[config.mk]
export PLATFORM = sky130hd
export DESIGN_NAME = regfile_writeback
export DESIGN_NICKNAME = d
export VERILOG_FILES = /design/src/rtl/cpu_pkg.sv /design/src/rtl/regfile_writeback_reg_array.sv /design/src/rtl/regfile_writeback.sv
export SDC_FILE = /design/constraint.sdc
export NUM_CORES = 1
export LEC_CHECK = 0
export ABC_AREA = 1
export CORE_UTILIZATION = 25
export CTS_CLUSTER_SIZE = 10
export DETAILED_ROUTE_END_ITERATION = 8
export PLACE_DENSITY = 0.51
export SLEW_MARGIN = 5
export SYNTH_ARGS = -nofsm -noshare
export SYNTH_HDL_FRONTEND = slang
export SYNTH_SLANG_ARGS = --single-unit
[constraint.sdc]
create_clock -name i_clk -period 2.9 [get_ports i_clk]
set_clock_uncertainty 0.1 [all_clocks]
set_input_delay 0.58 -clock i_clk [delete_from_list [all_inputs] [get_ports i_clk]]
set_output_delay 0.58 -clock i_clk [all_outputs]
set_load 0.01 [all_outputs]
[src/rtl/cpu_pkg.sv]
// cpu_pkg: shared datapath widths, register-zero address and operand typedefs
package cpu_pkg;
  localparam int DATA_W = 8;
  localparam int ADDR_W = 4;
  localparam int NUM_REGS = 2 ** ADDR_W;
  typedef logic [ADDR_W-1:0] reg_addr_t;
  typedef logic [DATA_W-1:0] data_t;
  localparam reg_addr_t REG_ZERO = 4'd0;
endpackage

[src/rtl/regfile_writeback_reg_array.sv]
// reg_array: NUM_REGS x DATA_W storage, one sync write port, two comb read ports, R0 reads as zero
module reg_array
  import cpu_pkg::*;
(
  input  logic      clk,
  input  logic      rst_n,
  input  logic      we,
  input  reg_addr_t wa,
  input  data_t     wd,
  input  reg_addr_t ra_1,
  input  reg_addr_t ra_2,
  output data_t     rd_1,
  output data_t     rd_2
);
  data_t mem [NUM_REGS];
  // storage: cleared on reset, written on commit
  always_ff @(posedge clk or negedge rst_n)
    if (!rst_n)
      for (int i = 0; i < NUM_REGS; i++) mem[i] <= '0;
    else if (we)
      mem[wa] <= wd;
  // read ports: R0 is hardwired to zero
  always_comb begin
    rd_1 = ra_1 == REG_ZERO ? '0 : mem[ra_1];
    rd_2 = ra_2 == REG_ZERO ? '0 : mem[ra_2];
  end
endmodule

[src/rtl/regfile_writeback.sv]
// regfile_writeback: writeback register, 16x8 register file, two registered read ports; REGFILE_BYPASS_EN adds forwarding
module regfile_writeback
  import cpu_pkg::*;
#(
  parameter int DATA_W_P = DATA_W,
  parameter int ADDR_W_P = ADDR_W,
  parameter int NUM_REGS_P = NUM_REGS
) (
  input  logic                i_clk,
  input  logic                i_rst_n,
  input  logic                i_wr_valid,
  input  logic [ADDR_W_P-1:0] i_write_add,
  input  logic [DATA_W_P-1:0] i_write_data,
  input  logic                i_rd_en,
  input  logic [ADDR_W_P-1:0] i_rd_add_1,
  input  logic [ADDR_W_P-1:0] i_rd_add_2,
  output logic [DATA_W_P-1:0] o_srcdata_1,
  output logic [DATA_W_P-1:0] o_srcdata_2,
  output logic                o_rd_valid,
  output logic [7:0]          o_commit_cnt
);
  logic      wb_valid;
  reg_addr_t wb_add;
  data_t     wb_data, arr_1, arr_2, src_1, src_2;
  logic      commit;
  assign commit = wb_valid && wb_add != REG_ZERO;
  // writeback pipeline register, reloaded every edge
  always_ff @(posedge i_clk or negedge i_rst_n)
    if (!i_rst_n) begin
      wb_valid <= 1'b0;
      wb_add   <= '0;
      wb_data  <= '0;
    end else begin
      wb_valid <= i_wr_valid;
      wb_add   <= i_write_add;
      wb_data  <= i_write_data;
    end
  reg_array u_array (
    .clk  (i_clk),
    .rst_n(i_rst_n),
    .we   (commit),
    .wa   (wb_add),
    .wd   (wb_data),
    .ra_1 (i_rd_add_1),
    .ra_2 (i_rd_add_2),
    .rd_1 (arr_1),
    .rd_2 (arr_2)
  );
`ifdef REGFILE_BYPASS_EN
  // forwarding: incoming result beats writeback result beats array; R0 always zero
  always_comb begin
    src_1 = i_rd_add_1 == REG_ZERO ? '0
          : (i_wr_valid && i_write_add == i_rd_add_1) ? i_write_data
          : (wb_valid && wb_add == i_rd_add_1) ? wb_data : arr_1;
    src_2 = i_rd_add_2 == REG_ZERO ? '0
          : (i_wr_valid && i_write_add == i_rd_add_2) ? i_write_data
          : (wb_valid && wb_add == i_rd_add_2) ? wb_data : arr_2;
  end
`else
  // no forwarding: operands come straight from the array (read before write)
  always_comb begin
    src_1 = arr_1;
    src_2 = arr_2;
  end
`endif
  // registered operands, held while no read is requested
  always_ff @(posedge i_clk or negedge i_rst_n)
    if (!i_rst_n) begin
      o_srcdata_1 <= '0;
      o_srcdata_2 <= '0;
      o_rd_valid  <= 1'b0;
    end else begin
      o_rd_valid <= i_rd_en;
      if (i_rd_en) begin
        o_srcdata_1 <= src_1;
        o_srcdata_2 <= src_2;
      end
    end
  // committed-write counter, wraps naturally at 8 bits
  always_ff @(posedge i_clk or negedge i_rst_n)
    if (!i_rst_n) o_commit_cnt <= '0;
    else if (commit) o_commit_cnt <= o_commit_cnt + 8'd1;
endmodule

==> flow_metrics.env, run 1 <==
export IMPL_outcome="completed"
export IMPL_fill_cells=3883
export IMPL_nNetsFinal=1311
export IMPL_critPathRequiredTime_ns=3.17
export IMPL_async_reset_ff_share_pct=100
export IMPL_drive_gt1_share_pct=4.85
export IMPL_drt_first_pass_iters=5
export IMPL_grt_max_degree=66
export IMPL_track_usage_pct=17.6
export IMPL_yosys_most_used_dff="dfrtp_1"
export IMPL_cts_num_sinks=166
export IMPL_holdBufCountCts=0
export IMPL_arrival_ns=2.46
export IMPL_synth_cells=1282
export IMPL_initial_utilization_pct=25.7
export IMPL_hp_class="input pin to asynchronous set/reset pin"
export IMPL_vias=8235
export IMPL_antenna_cells=0
export IMPL_cts_buffers=17
export IMPL_cts_tree="built"
export IMPL_seq_area_um2=4150
export IMPL_htreeDepth=4
export IMPL_antenna_left=0
export IMPL_path_max_fanout=9
export IMPL_drv_cap=0
export IMPL_slew_violations=0
export IMPL_postCtsSetupRepairBufs=0
export IMPL_final_design_area_no_fill_um2=10400
export IMPL_reg2reg_depth=5
export IMPL_antenna_found_initial=1
export IMPL_first_iter_violations=650
export IMPL_synth_fp_nets=1307
export IMPL_overflow=0
export IMPL_synth_cell_type_count=23
export IMPL_avgSynthCellArea_um2=6.98
export IMPL_synth_most_common_cell="nand2_1"
export IMPL_ir_worst_vdd_mv=0.401
export IMPL_p_leak_nw=5.33
export IMPL_place_area_um2=9800
export IMPL_drt_total_wl_um=30700
export IMPL_die_x_um=191
export IMPL_cp_end_kind="flop"
export IMPL_cts_root_buf="clkbuf_16"
export IMPL_pre_cts_slack_ns=0.291
export IMPL_viasPerCell=4.69
export IMPL_dieArea_um2=36600
export IMPL_dp_hpwl_um=20900
export IMPL_finalCritPeriodShare_pct=75.4
export IMPL_syn_cell_area_um2=8950
export IMPL_ys_ff_latch=166
export IMPL_detail_route_wl_per_cell_um=17.5
export IMPL_startpoint_type="input pin"
export IMPL_fin_total_pwr_w=0.00682
export IMPL_die_y_um=191
export IMPL_setup_viol=0
export IMPL_yosys_warnings=0
export IMPL_gp_congestion=0.919
export IMPL_synth_edf_count=0
export IMPL_areaGrowthSynthToFinish_pct=15.7
export IMPL_path_clk_slew_ns=0.07
export IMPL_core_area_um2=34900
export IMPL_hold_viol_final=0
export IMPL_grt_pass1_vias=7770
export IMPL_synth_top_area_share_pct=46.4
export IMPL_grt_setup_unrepaired="no"
export IMPL_yosysTopAreaCell="dfrtp_1"
export IMPL_fin_util_pct=29.7
export IMPL_cts_path_max_buffers=2
export IMPL_setup_tns_ns=0
export IMPL_yosys_top_cells_area="dfrtp_1 (46%), nand2_1 (23%), nand3_1 (10%), inv_1 (6.9%), o21ai_0 (6.4%)"
export IMPL_multi_input_area_um2=3750
export IMPL_synth_yosys_seq_area_share_pct=46.4
export IMPL_powerDensity_nw_per_um2=659
export IMPL_min_period_ns=2.19
export IMPL_rows=68
export IMPL_regToRegSetupSlack_ns=1.02
export IMPL_timing_fmax_mhz=457
export IMPL_worst_slack_ns=0.712
export IMPL_tightest_slew_ns=0.769
export IMPL_yosys_top_cells_count="nand2_1 (538), nand3_1 (184), dfrtp_1 (166)"
export IMPL_cts_resized_gates=0
export IMPL_drc=0
export IMPL_crit_type="input pin to flop"
export IMPL_grt_pass1_wl_um=48000
export IMPL_io_buffer_count=48
export IMPL_relSlewSlack_pct=48.7
export IMPL_clock_latency_ns=0.43
export IMPL_pin_count=49
-- layout by cell type (no fill, tap or decap), drive strengths merged, types with 7 or more instances in the layout --
| cell | instances |
|---|---|
| buf | 18 |
| clkbuf | 19 |
| clkdlybuf4s50 | 45 |
| clkinv | 7 |
| dfrtp | 166 |
| inv | 170 |
| nand2 | 538 |
| nand3 | 184 |
| nor2 | 15 |
| o21ai | 120 |
-- registers in the layout, indices dropped and copies added, names as in the netlist --
register / cells
u_array.mem: 128
o_commit_cnt: 8
o_srcdata_1: 8
o_srcdata_2: 8
wb_data: 8
wb_add: 4
o_rd_valid: 1
wb_valid: 1
-- worst max-delay path, stage by stage --
cell	delay, ns
clkdlybuf4s50_1	0.66
inv_2	0.19
nor2_1	0.50
nand2_1	0.11
nand2_1	0.13
inv_1	0.05
nand2_1	0.07
nand2_1	0.08
nand2_1	0.08
-- power breakdown --
part	total, W	switching, W	internal (W)
Combinational	0.00163	0.00103	0.000606
Sequential	0.00301	0.000272	0.00274
Clock	0.00217	0.00102	0.00115
Total	0.00682	0.00232	0.00450
-- per-layer routing --
layer	global-route usage [%]	wire [um]
met4	4.73	486
met1	26.4	15400
met2	25.7	12900
met5	0	0
met3	2.90	1970
-- cell type report --
type                       count  area share (%)
tap                          455            5.50
inverter                     167            6.06
multi-input combinational    871            36.3
clock buffer                  19            4.38
clock inverter                13           0.955
sequential                   166            40.1
timing repair buffer          63            6.73
-- kinds of logic after synthesis --
family | Yosys count | share of synthesized area (%)
buffers and inverters | 245 | 11.6
AOI/OAI and AO/OA | 123 | 7.05
DFF | 166 | 46.4
and+or+nand+nor | 741 | 34.2
xor gates and xnor gates | 6 | 0.587
adders and majority gates | 1 | 0.140
-- worst paths after layout --
check	start	end
max in group asynchronous	i_rst_n	u_array.mem[123]
hold / removal	i_rst_n	o_commit_cnt[1]
hold reg to reg	u_array.mem[127]	u_array.mem[127]
min in group i_clk	u_array.mem[127]	u_array.mem[127]
setup reg to reg	wb_add[3]	u_array.mem[90]
setup / recovery	i_rd_add_2[2]	o_srcdata_2[1]
-- stage by stage --
step | hold slack [ns] | instances
detailed placement | 0.266 | 1722
CTS | 0.0310 | 1754
floorplan | 0.184 | 1282
finish | 0.0208 | 1754
global placement | 0.265 | 1722
global route | 0.0484 | 1754
(Power assumes the default switching activity.)
==> run 2, diff against run 1 <==
- PLACE_DENSITY: 0.51 -> 0.52
- clock period: 2.9 -> 1.8 ns (I/O delays scaled with it)
==> run 2 against run 1 <==
  * Worst setup slack got worse by 0.57 ns
  * Hold slack improved by 0.24 ns
  * Routed wire length increased by 2.4%
  * First-iteration DRC count increased by 25%
  * Largest power group unchanged
  * Sequential cell count unchanged
  * Sequential power increased by 61%
  * Total power increased by 66%
  * Sequential share of layout area decreased by 1.9 points
  * Critical endpoint is now o_srcdata_1[2]
  * Final cell count increased by 3.4%
  * Critical path type is now flop to output pin
  * Design area increased by 4.9%
==> flow_metrics.env, run 2 (same netlist as run 1, synthesis figures left out) <==
export IMPL_cts_path_max_buffers=2
export IMPL_fin_total_pwr_w=0.0113
export IMPL_slew_violations=0
export IMPL_die_y_um=191
export IMPL_dp_hpwl_um=22500
export IMPL_critPathRequiredTime_ns=1.34
export IMPL_clkPwrFrac_pct=33.1
export IMPL_crit_type="flop to output pin"
export IMPL_met2_usage_pct=26.8
export IMPL_areaGrowthSynthToFinish_pct=21.4
export IMPL_hold_path_startpoint="i_write_add[3]"
export IMPL_vias=8304
export IMPL_holdWs_ns=0.256
export IMPL_ir_worst_vdd_mv=0.682
export IMPL_pwr_share_seq_pct=42.9
export IMPL_combPwrFrac_pct=24.0
export IMPL_pin_count=49
export IMPL_switchingPower_w=0.00377
export IMPL_cp_end_kind="output pin"
export IMPL_cpPeakStageDelay_ns=0.44
export IMPL_drt_total_wl_um=31400
export IMPL_max_flop_register="u_array.mem"
export IMPL_drt_first_pass_iters=5
export IMPL_tightest_slew_ns=0.469
export IMPL_setup_viol=0
export IMPL_rows=68
export IMPL_grt_max_degree=51
export IMPL_nNetsFinal=1371
export IMPL_cts_root_buf="clkbuf_16"
export IMPL_gp_congestion=0.926
export IMPL_grt_pass1_vias=8052
export IMPL_cts_tree="built"
export IMPL_outcome="completed"
export IMPL_swShare_pct=33.3
export IMPL_arrival_ns=1.20
export IMPL_powerDensity_nw_per_um2=1040
export IMPL_die_x_um=191
export IMPL_startpoint_type="flop"
export IMPL_detail_route_wl_per_cell_um=17.3
export IMPL_htreeDepth=4
export IMPL_timing_fmax_mhz=604
export IMPL_grtUsageMet1_pct=26.7
export IMPL_hold_viol_final=0
export IMPL_crit_buf_inv=1
export IMPL_largest_register_ffs=128
export IMPL_drv_cap=0
export IMPL_antenna_found_initial=1
export IMPL_viasPerCell=4.58
export IMPL_dieArea_um2=36600
export IMPL_path_max_fanout=2
export IMPL_power_internal_w=0.00754
export IMPL_antenna_cells=0
export IMPL_grt_pass1_wl_um=48800
export IMPL_initial_utilization_pct=25.7
export IMPL_clock_latency_ns=0.45
export IMPL_cts_num_sinks=166
export IMPL_p_leak_nw=5.71
export IMPL_worstPathCellList="dlygate4sd2_1"
export IMPL_overflow=0
export IMPL_first_iter_violations=811
export IMPL_min_period_ns=1.66
export IMPL_rr_startpoint="wb_add[0]"
export IMPL_cp_startpoint="o_srcdata_1[2]"
export IMPL_track_usage_pct=18.0
export IMPL_path_clk_slew_ns=0.06
export IMPL_setup_tns_ns=0
export IMPL_final_cell_mix="nand2_1 (537), nand3_1 (184), dfrtp_1 (164), inv_1 (162), o21ai_0 (115)"
export IMPL_antenna_left=0
export IMPL_final_common_cell="nand2_1"
export IMPL_hp_class="input pin to flop"
export IMPL_critPathTopFamily="flip-flops"
export IMPL_grt_util_met3_pct=2.88
export IMPL_grt_setup_unrepaired="no"
export IMPL_core_area_um2=34900
export IMPL_io_buffer_count=48
export IMPL_cts_buffers=17
export IMPL_drive_gt1_share_pct=9.06
export IMPL_fin_util_pct=31.1
export IMPL_finalCritPeriodShare_pct=91.9
export IMPL_drc=0
export IMPL_relSlewSlack_pct=68.6
export IMPL_crit_slowest_cell="dfrtp_1"
export IMPL_grt_busiest_layer="met2"
## run 2: changes by cell type in the layout (fill, tap and decap cells not counted), sizes merged
| cell | before | now |
|---|---|---|
| dlygate4sd3 | 0 | 1 |
| clkinv | 7 | 5 |
| dlymetal6s2s | 0 | 1 |
| dlygate4sd2 | 0 | 24 |
| clkdlybuf4s50 | 45 | 20 |
| clkbuf | 19 | 20 |
| inv | 170 | 167 |
| bufinv | 0 | 2 |
| buf | 18 | 77 |
| clkinvlp | 3 | 4 |
## run 2: area by class of cell
class                      count  area, um^2
clock buffer                  20         457
fill                        3828       24000
inverter                     167         627
multi-input combinational    871        3760
tap                          455         569
timing repair buffer         123        1170
sequential                   166        4160
clock inverter                11         126
## run 2: what timing repair did
action | 4_1_cts | 5_1_grt
endpoints found under the hold margin | 34 | 0
setup endpoints to repair | 24 | 8
setup buffers | 4 | 0
hold buffers | 1 | 0
gates resized for setup | 26 | 2
## run 2: power groups by stage
stage	Sequential [W]	Combinational [W]	Clock [W]
after global placement	0.00491	0.00271	0
after global routing	0.00493	0.00309	0.00400
after detailed placement	0.00492	0.00273	0
after CTS	0.00485	0.00272	0.00386
final	0.00485	0.00272	0.00375
after floorplan	0.00484	0.00161	0
## run 2: path summary, 6_finish.rpt
check	to	slack, ns	depth (start not counted)
worst max-delay path	o_srcdata_1[2]	0.14	1
worst min-delay path	wb_add[3]	0.26	1
worst max register to register	u_array.mem[55]	0.23	7
worst min register to register	u_array.mem[120]	0.28	0
max in group asynchronous	o_srcdata_1[5]	0.67	3
min in group asynchronous	u_array.mem[40]	0.31	2
## run 2: through the flow
stage	worst slack, ns	cell area, um^2	cells
2_1_floorplan	0.410	8950	1282
3_3_place_gp	-0.226	10300	1777
3_5_place_dp	-0.215	10300	1777
4_1_cts	0.0309	10900	1813
5_1_grt	0.0712	10900	1813
6_report	0.145	10900	1813
## run 2: per-layer routing
metal | share of wire (%) | vias up
li1 | - | 4076
met1 | 50 | 3940
met2 | 43 | 261
met3 | 5.6 | 27
met4 | 1.5 | 0
met5 | 0 | -
==> run 3, diff against run 2 <==
- CELL_PAD_IN_SITES_DETAIL_PLACEMENT: not set -> 0
- CELL_PAD_IN_SITES_GLOBAL_PLACEMENT: not set -> 1
- PLACE_DENSITY: 0.52 -> 0.63
==> run 3 against run 2 <==
  * Non-clock buffer count up 9
  * Design area up 1.9%
  * Sequential share of layout area down 0.74 points
  * Sequential cell count unchanged
  * Largest cell class unchanged
  * Sequential power down 1%
  * Via count down 0.39%
  * Combinational power up 3%
==> flow_metrics.env, run 3 (same netlist as run 1, synthesis figures left out) <==
export IMPL_fin_util_pct=31.7
export IMPL_powerDensity_nw_per_um2=1040
export IMPL_grt_pass1_vias=8032
export IMPL_dieArea_um2=36600
export IMPL_fin_total_pwr_w=0.0115
export IMPL_reg2reg_depth=6
export IMPL_first_iter_violations=654
export IMPL_crit_buf_inv=1
export IMPL_outcome="completed"
export IMPL_die_y_um=191
export IMPL_hp_class="input pin to flop"
export IMPL_drt_first_pass_iters=7
export IMPL_placedCellCount=1788
export IMPL_cts_path_max_buffers=2
export IMPL_cts_root_buf="clkbuf_16"
export IMPL_min_period_ns=1.74
export IMPL_areaGrowthSynthToFinish_pct=23.7
export IMPL_crit_type="flop to output pin"
export IMPL_die_x_um=191
export IMPL_vias=8272
export IMPL_grt_setup_unrepaired="no"
export IMPL_largest_register_ffs=128
export IMPL_critPathTopFamily="buffers and inverters"
export IMPL_antenna_left=0
export IMPL_finalCritPeriodShare_pct=96.8
export IMPL_worstPathCellList="clkdlybuf4s50_1"
export IMPL_antenna_cells=0
export IMPL_nNetsFinal=1380
export IMPL_drc=0
export IMPL_clock_latency_ns=0.45
export IMPL_ir_worst_vdd_mv=0.693
export IMPL_critPathRequiredTime_ns=1.34
export IMPL_timing_fmax_mhz=574
export IMPL_drt_total_wl_um=33200
export IMPL_path_depth=1
export IMPL_path_clk_slew_ns=0.07
export IMPL_hold_viol_final=0
export IMPL_htreeDepth=4
export IMPL_worst_slack_ns=0.0577
export IMPL_core_area_um2=34900
export IMPL_track_usage_pct=19.0
export IMPL_setup_tns_ns=0
export IMPL_pre_cts_slack_ns=-0.201
export IMPL_cts_num_sinks=166
export IMPL_viasPerCell=4.54
export IMPL_dp_hpwl_um=24100
export IMPL_io_buffer_count=48
export IMPL_relSlewSlack_pct=65.7
export IMPL_cts_tree="built"
export IMPL_pin_count=49
export IMPL_cts_buffers=17
export IMPL_gp_congestion=0.917
export IMPL_overflow=0
export IMPL_detail_route_wl_per_cell_um=18.2
export IMPL_cp_end_kind="output pin"
export IMPL_slew_violations=0
export IMPL_drive_gt1_share_pct=9.58
export IMPL_initial_utilization_pct=25.7
export IMPL_arrival_ns=1.28
export IMPL_setup_viol=0
export IMPL_layoutNonFillerInstCount=1823
export IMPL_final_common_cell="nand2_1"
export IMPL_tightest_slew_ns=0.513
export IMPL_fill_cells=3868
export IMPL_path_max_fanout=1
export IMPL_grt_pass1_wl_um=50600
export IMPL_p_leak_nw=5.82
export IMPL_antenna_found_initial=0
export IMPL_startpoint_type="flop"
export IMPL_drv_cap=0
export IMPL_max_flop_register="u_array.mem"
export IMPL_cpPeakStageDelay_ns=0.52
export IMPL_whs_path_depth=1
export IMPL_rows=68
export IMPL_crit_slowest_cell="clkdlybuf4s50_1"
export IMPL_final_cell_mix="nand2_1 (538), nand3_1 (184), dfrtp_1 (166), inv_1 (162), o21ai_0 (115)"
export IMPL_grt_max_degree=39
## run 3: changes by cell type in the layout (fill, tap and decap cells not counted), sizes merged
| cell | previous run | this run |
|---|---|---|
| buf | 77 | 86 |
| inv | 167 | 176 |
| clkbuf | 20 | 17 |
| clkinvlp | 4 | 1 |
| clkinv | 5 | 3 |
| clkdlybuf4s50 | 20 | 21 |
| dlymetal6s2s | 1 | 0 |
## run 3: per-stage QoR
step	hold slack, ns	instance area [um^2]
global route	0.247	11100
floorplan	-0.0356	8950
detailed placement	0.194	10500
finish	0.250	11100
global placement	0.198	10500
CTS	0.230	11100
## run 3: metal layers
layer | part of all wire, % | routed length [um] | global-route usage (%)
met1 | 47 | 15700 | 26.2
met2 | 46 | 15100 | 30.0
met3 | 4.1 | 1350 | 2.64
met4 | 2.9 | 947 | 7.42
met5 | 0 | 0 | 0
## run 3: area by class of cell
| class | count | area (um^2) | area share (%) |
|---|---|---|---|
| clock buffers | 17 | 425 | 3.84 |
| flip-flops and latches | 166 | 4150 | 37.5 |
| repair buffers | 132 | 1360 | 12.3 |
| multi-input cells | 871 | 3750 | 33.9 |
| well taps | 455 | 569 | 5.14 |
| inverters | 167 | 627 | 5.66 |
| clock inverters | 15 | 180 | 1.63 |
## run 3: where the power goes
part / switching [W] / total (W) / internal [W]
Combinational: 0.00174 / 0.00279 / 0.00105
Clock: 0.00177 / 0.00388 / 0.00211
Sequential: 0.000387 / 0.00480 / 0.00441
Total: 0.00390 / 0.0115 / 0.00757
## run 3: timing repair
| item | CTS | global route |
|---|---|---|
| hold endpoints to repair | 25 | 0 |
| gates resized for setup | 24 | 0 |
| setup endpoints to repair | 24 | 0 |
| hold buffers | 1 | 0 |
| setup buffers | 2 | 0 |
## run 3: path summary, 6_finish.rpt
kind                                  start                to  slack [ns]
max                              o_rd_valid        o_rd_valid        0.06
min                          i_write_add[1]         wb_add[1]        0.25
max reg2reg                       wb_add[0]   u_array.mem[82]        0.21
min reg2reg                u_array.mem[124]  u_array.mem[124]        0.28
max in group asynchronous           i_rst_n   u_array.mem[26]        0.74
min in group asynchronous           i_rst_n   u_array.mem[84]        0.28
==> edit, RTL diff (flow settings as in run 3) <==
Remove the register `o_rd_valid`: a continuous assignment takes its place, so the output `o_rd_valid` follows one clock earlier.
--- a/src/rtl/regfile_writeback.sv
+++ b/src/rtl/regfile_writeback.sv
@@ -69,7 +69,5 @@
       o_srcdata_1 <= '0;
       o_srcdata_2 <= '0;
-      o_rd_valid  <= 1'b0;
     end else begin
-      o_rd_valid <= i_rd_en;
       if (i_rd_en) begin
         o_srcdata_1 <= src_1;
@@ -77,4 +75,6 @@
       end
     end
+
+  assign o_rd_valid = i_rd_en;
   // committed-write counter, wraps naturally at 8 bits
   always_ff @(posedge i_clk or negedge i_rst_n)
Formal check against the unedited RTL: not equivalent (a bounded check fails within 4 cycles, from zero or initial values and one cycle with i_rst_n low).
==> edit against run 3 <==
Critical path type unchanged. Routed wire length is 4.4% lower. Fmax is 6.6% higher. Total power is 2.6% lower. Critical endpoint is now o_srcdata_1[6]. Synthesized area is 0.20% lower. Sequential cell count is 1 lower. Cell area is 1.3% lower. Combinational power is 4% lower. Worst setup slack better by 110 ps.
==> edit: results (changes against run 3) <==
stage,metric,value,unit,change
detailed_routing,routed length on met2,14600,um,was 15100 um
yosys,Syn Std Cell Area,0.00893,mm^2,was 0.00895 mm^2
pwr,worst vdd ir,0.589,mV,was 0.693 mV
yosys,xor/xnor cell area share of the yosys netlist,0.00588,,was 0.00587
finish,clk_buf instances,20,,was 17
yosys,most frequent cells after synthesis,"nand2_1 (538), nand3_1 (184), dfrtp_1 (165)",,"was nand2_1 (538), nand3_1 (184), dfrtp_1 (166)"
detailed_routing,Initial DRC Count,621,,was 654
status,status,completed,,unchanged
placed_design,Area after DPL,0.0103,mm^2,was 0.0105 mm^2
finish,multi-input gate share of the layout cell area,0.343,,was 0.339
placed_design,GP Congestion,0.907,,was 0.917
critical_path,crit-path max cell delay,430,ps,was 520 ps
placed_design,dpl ws,-257,ps,was -201 ps
finish,share of post-route cells with drive strength above 1,0.0886,,was 0.0958
critical_path,CP max FO,2,,was 1
worst_hold_path,hold_sp,i_write_add[0],,was i_write_add[1]
global_route,met2 GRT Util,0.289,,was 0.300
global_route,met3 usage,0.0272,,was 0.0264
global_route,vias in the first global route,8005,,was 8032
finish,fill cell count,3795,,was 3868
critical_path,slowest cell on the critical path,dfrtp_1,,was clkdlybuf4s50_1
global_route,initial antenna violation count,1,,was 0
detailed_routing,Routed WL per cell,17.5,um,was 18.2 um
finish,clk tree area frac,0.0536,,was 0.0547
cts,post-CTS setup buffer count,1,,was 2
yosys,register area share after synthesis,0.462,,was 0.464
global_route,M1 GR Usage,0.253,,was 0.262
worst_hold_path,hold endpoint,wb_add[0],,was wb_add[1]
detailed_routing,vias,8217,,was 8272
global_route,first-pass GRT wire length,48800,um,was 50600 um
pwr,pwr dens,1020,mW/mm^2,was 1040 mW/mm^2
finish,# nets final,1367,,was 1380
placed_design,hpwl dp,22300,um,was 24100 um
critical_path,"CP delay by family, top",flip-flops,,was buffers and inverters
detailed_routing,met1 wire length,14800,um,was 15700 um
cts,cts repair resizes,21,,was 24
critical_path,CP Data Arrival Time,1180,ps,was 1280 ps
timing,Slew HR,0.709,,was 0.657
global_route,GRT Total Usage,0.182,,was 0.190
finish,sequential cell area,0.00413,mm^2,was 0.00415 mm^2
finish,Plain + repair buffers,120,,was 132
detailed_routing,Vias/cell,4.54,,about the same
placed_design,placed cell count,1776,,was 1788
timing,Min Hold Slack,258,ps,was 250 ps
[edit: cell count changes after synthesis]
cell | before | now
buf_4 | 2 | 3
dfrtp_1 | 166 | 165
[edit: power breakdown]
part           internal [uW]  leakage, uW  total, uW  switching [uW]
clock network           2040     0.000285       3700            1660
registers               4390      0.00209       4800             412
logic                   1010      0.00340       2670            1660
total                   7440      0.00578      11200            3730
[edit: how the worst max path moves through the flow]
| stage | from | end | slack [ps] |
|---|---|---|---|
| 2_1_floorplan | i_rd_add_1[0] | o_srcdata_1[1] | 410 |
| 6_report | o_srcdata_1[6] | o_srcdata_1[6] | 160 |
| 4_1_cts | o_srcdata_2[3] | o_srcdata_2[3] | 1 |
| 3_5_place_dp | i_rd_add_1[1] | o_srcdata_1[5] | -260 |
| 5_1_grt | wb_add[0] | o_commit_cnt[7] | 60 |
| 3_3_place_gp | i_rd_add_1[1] | o_srcdata_1[5] | -270 |
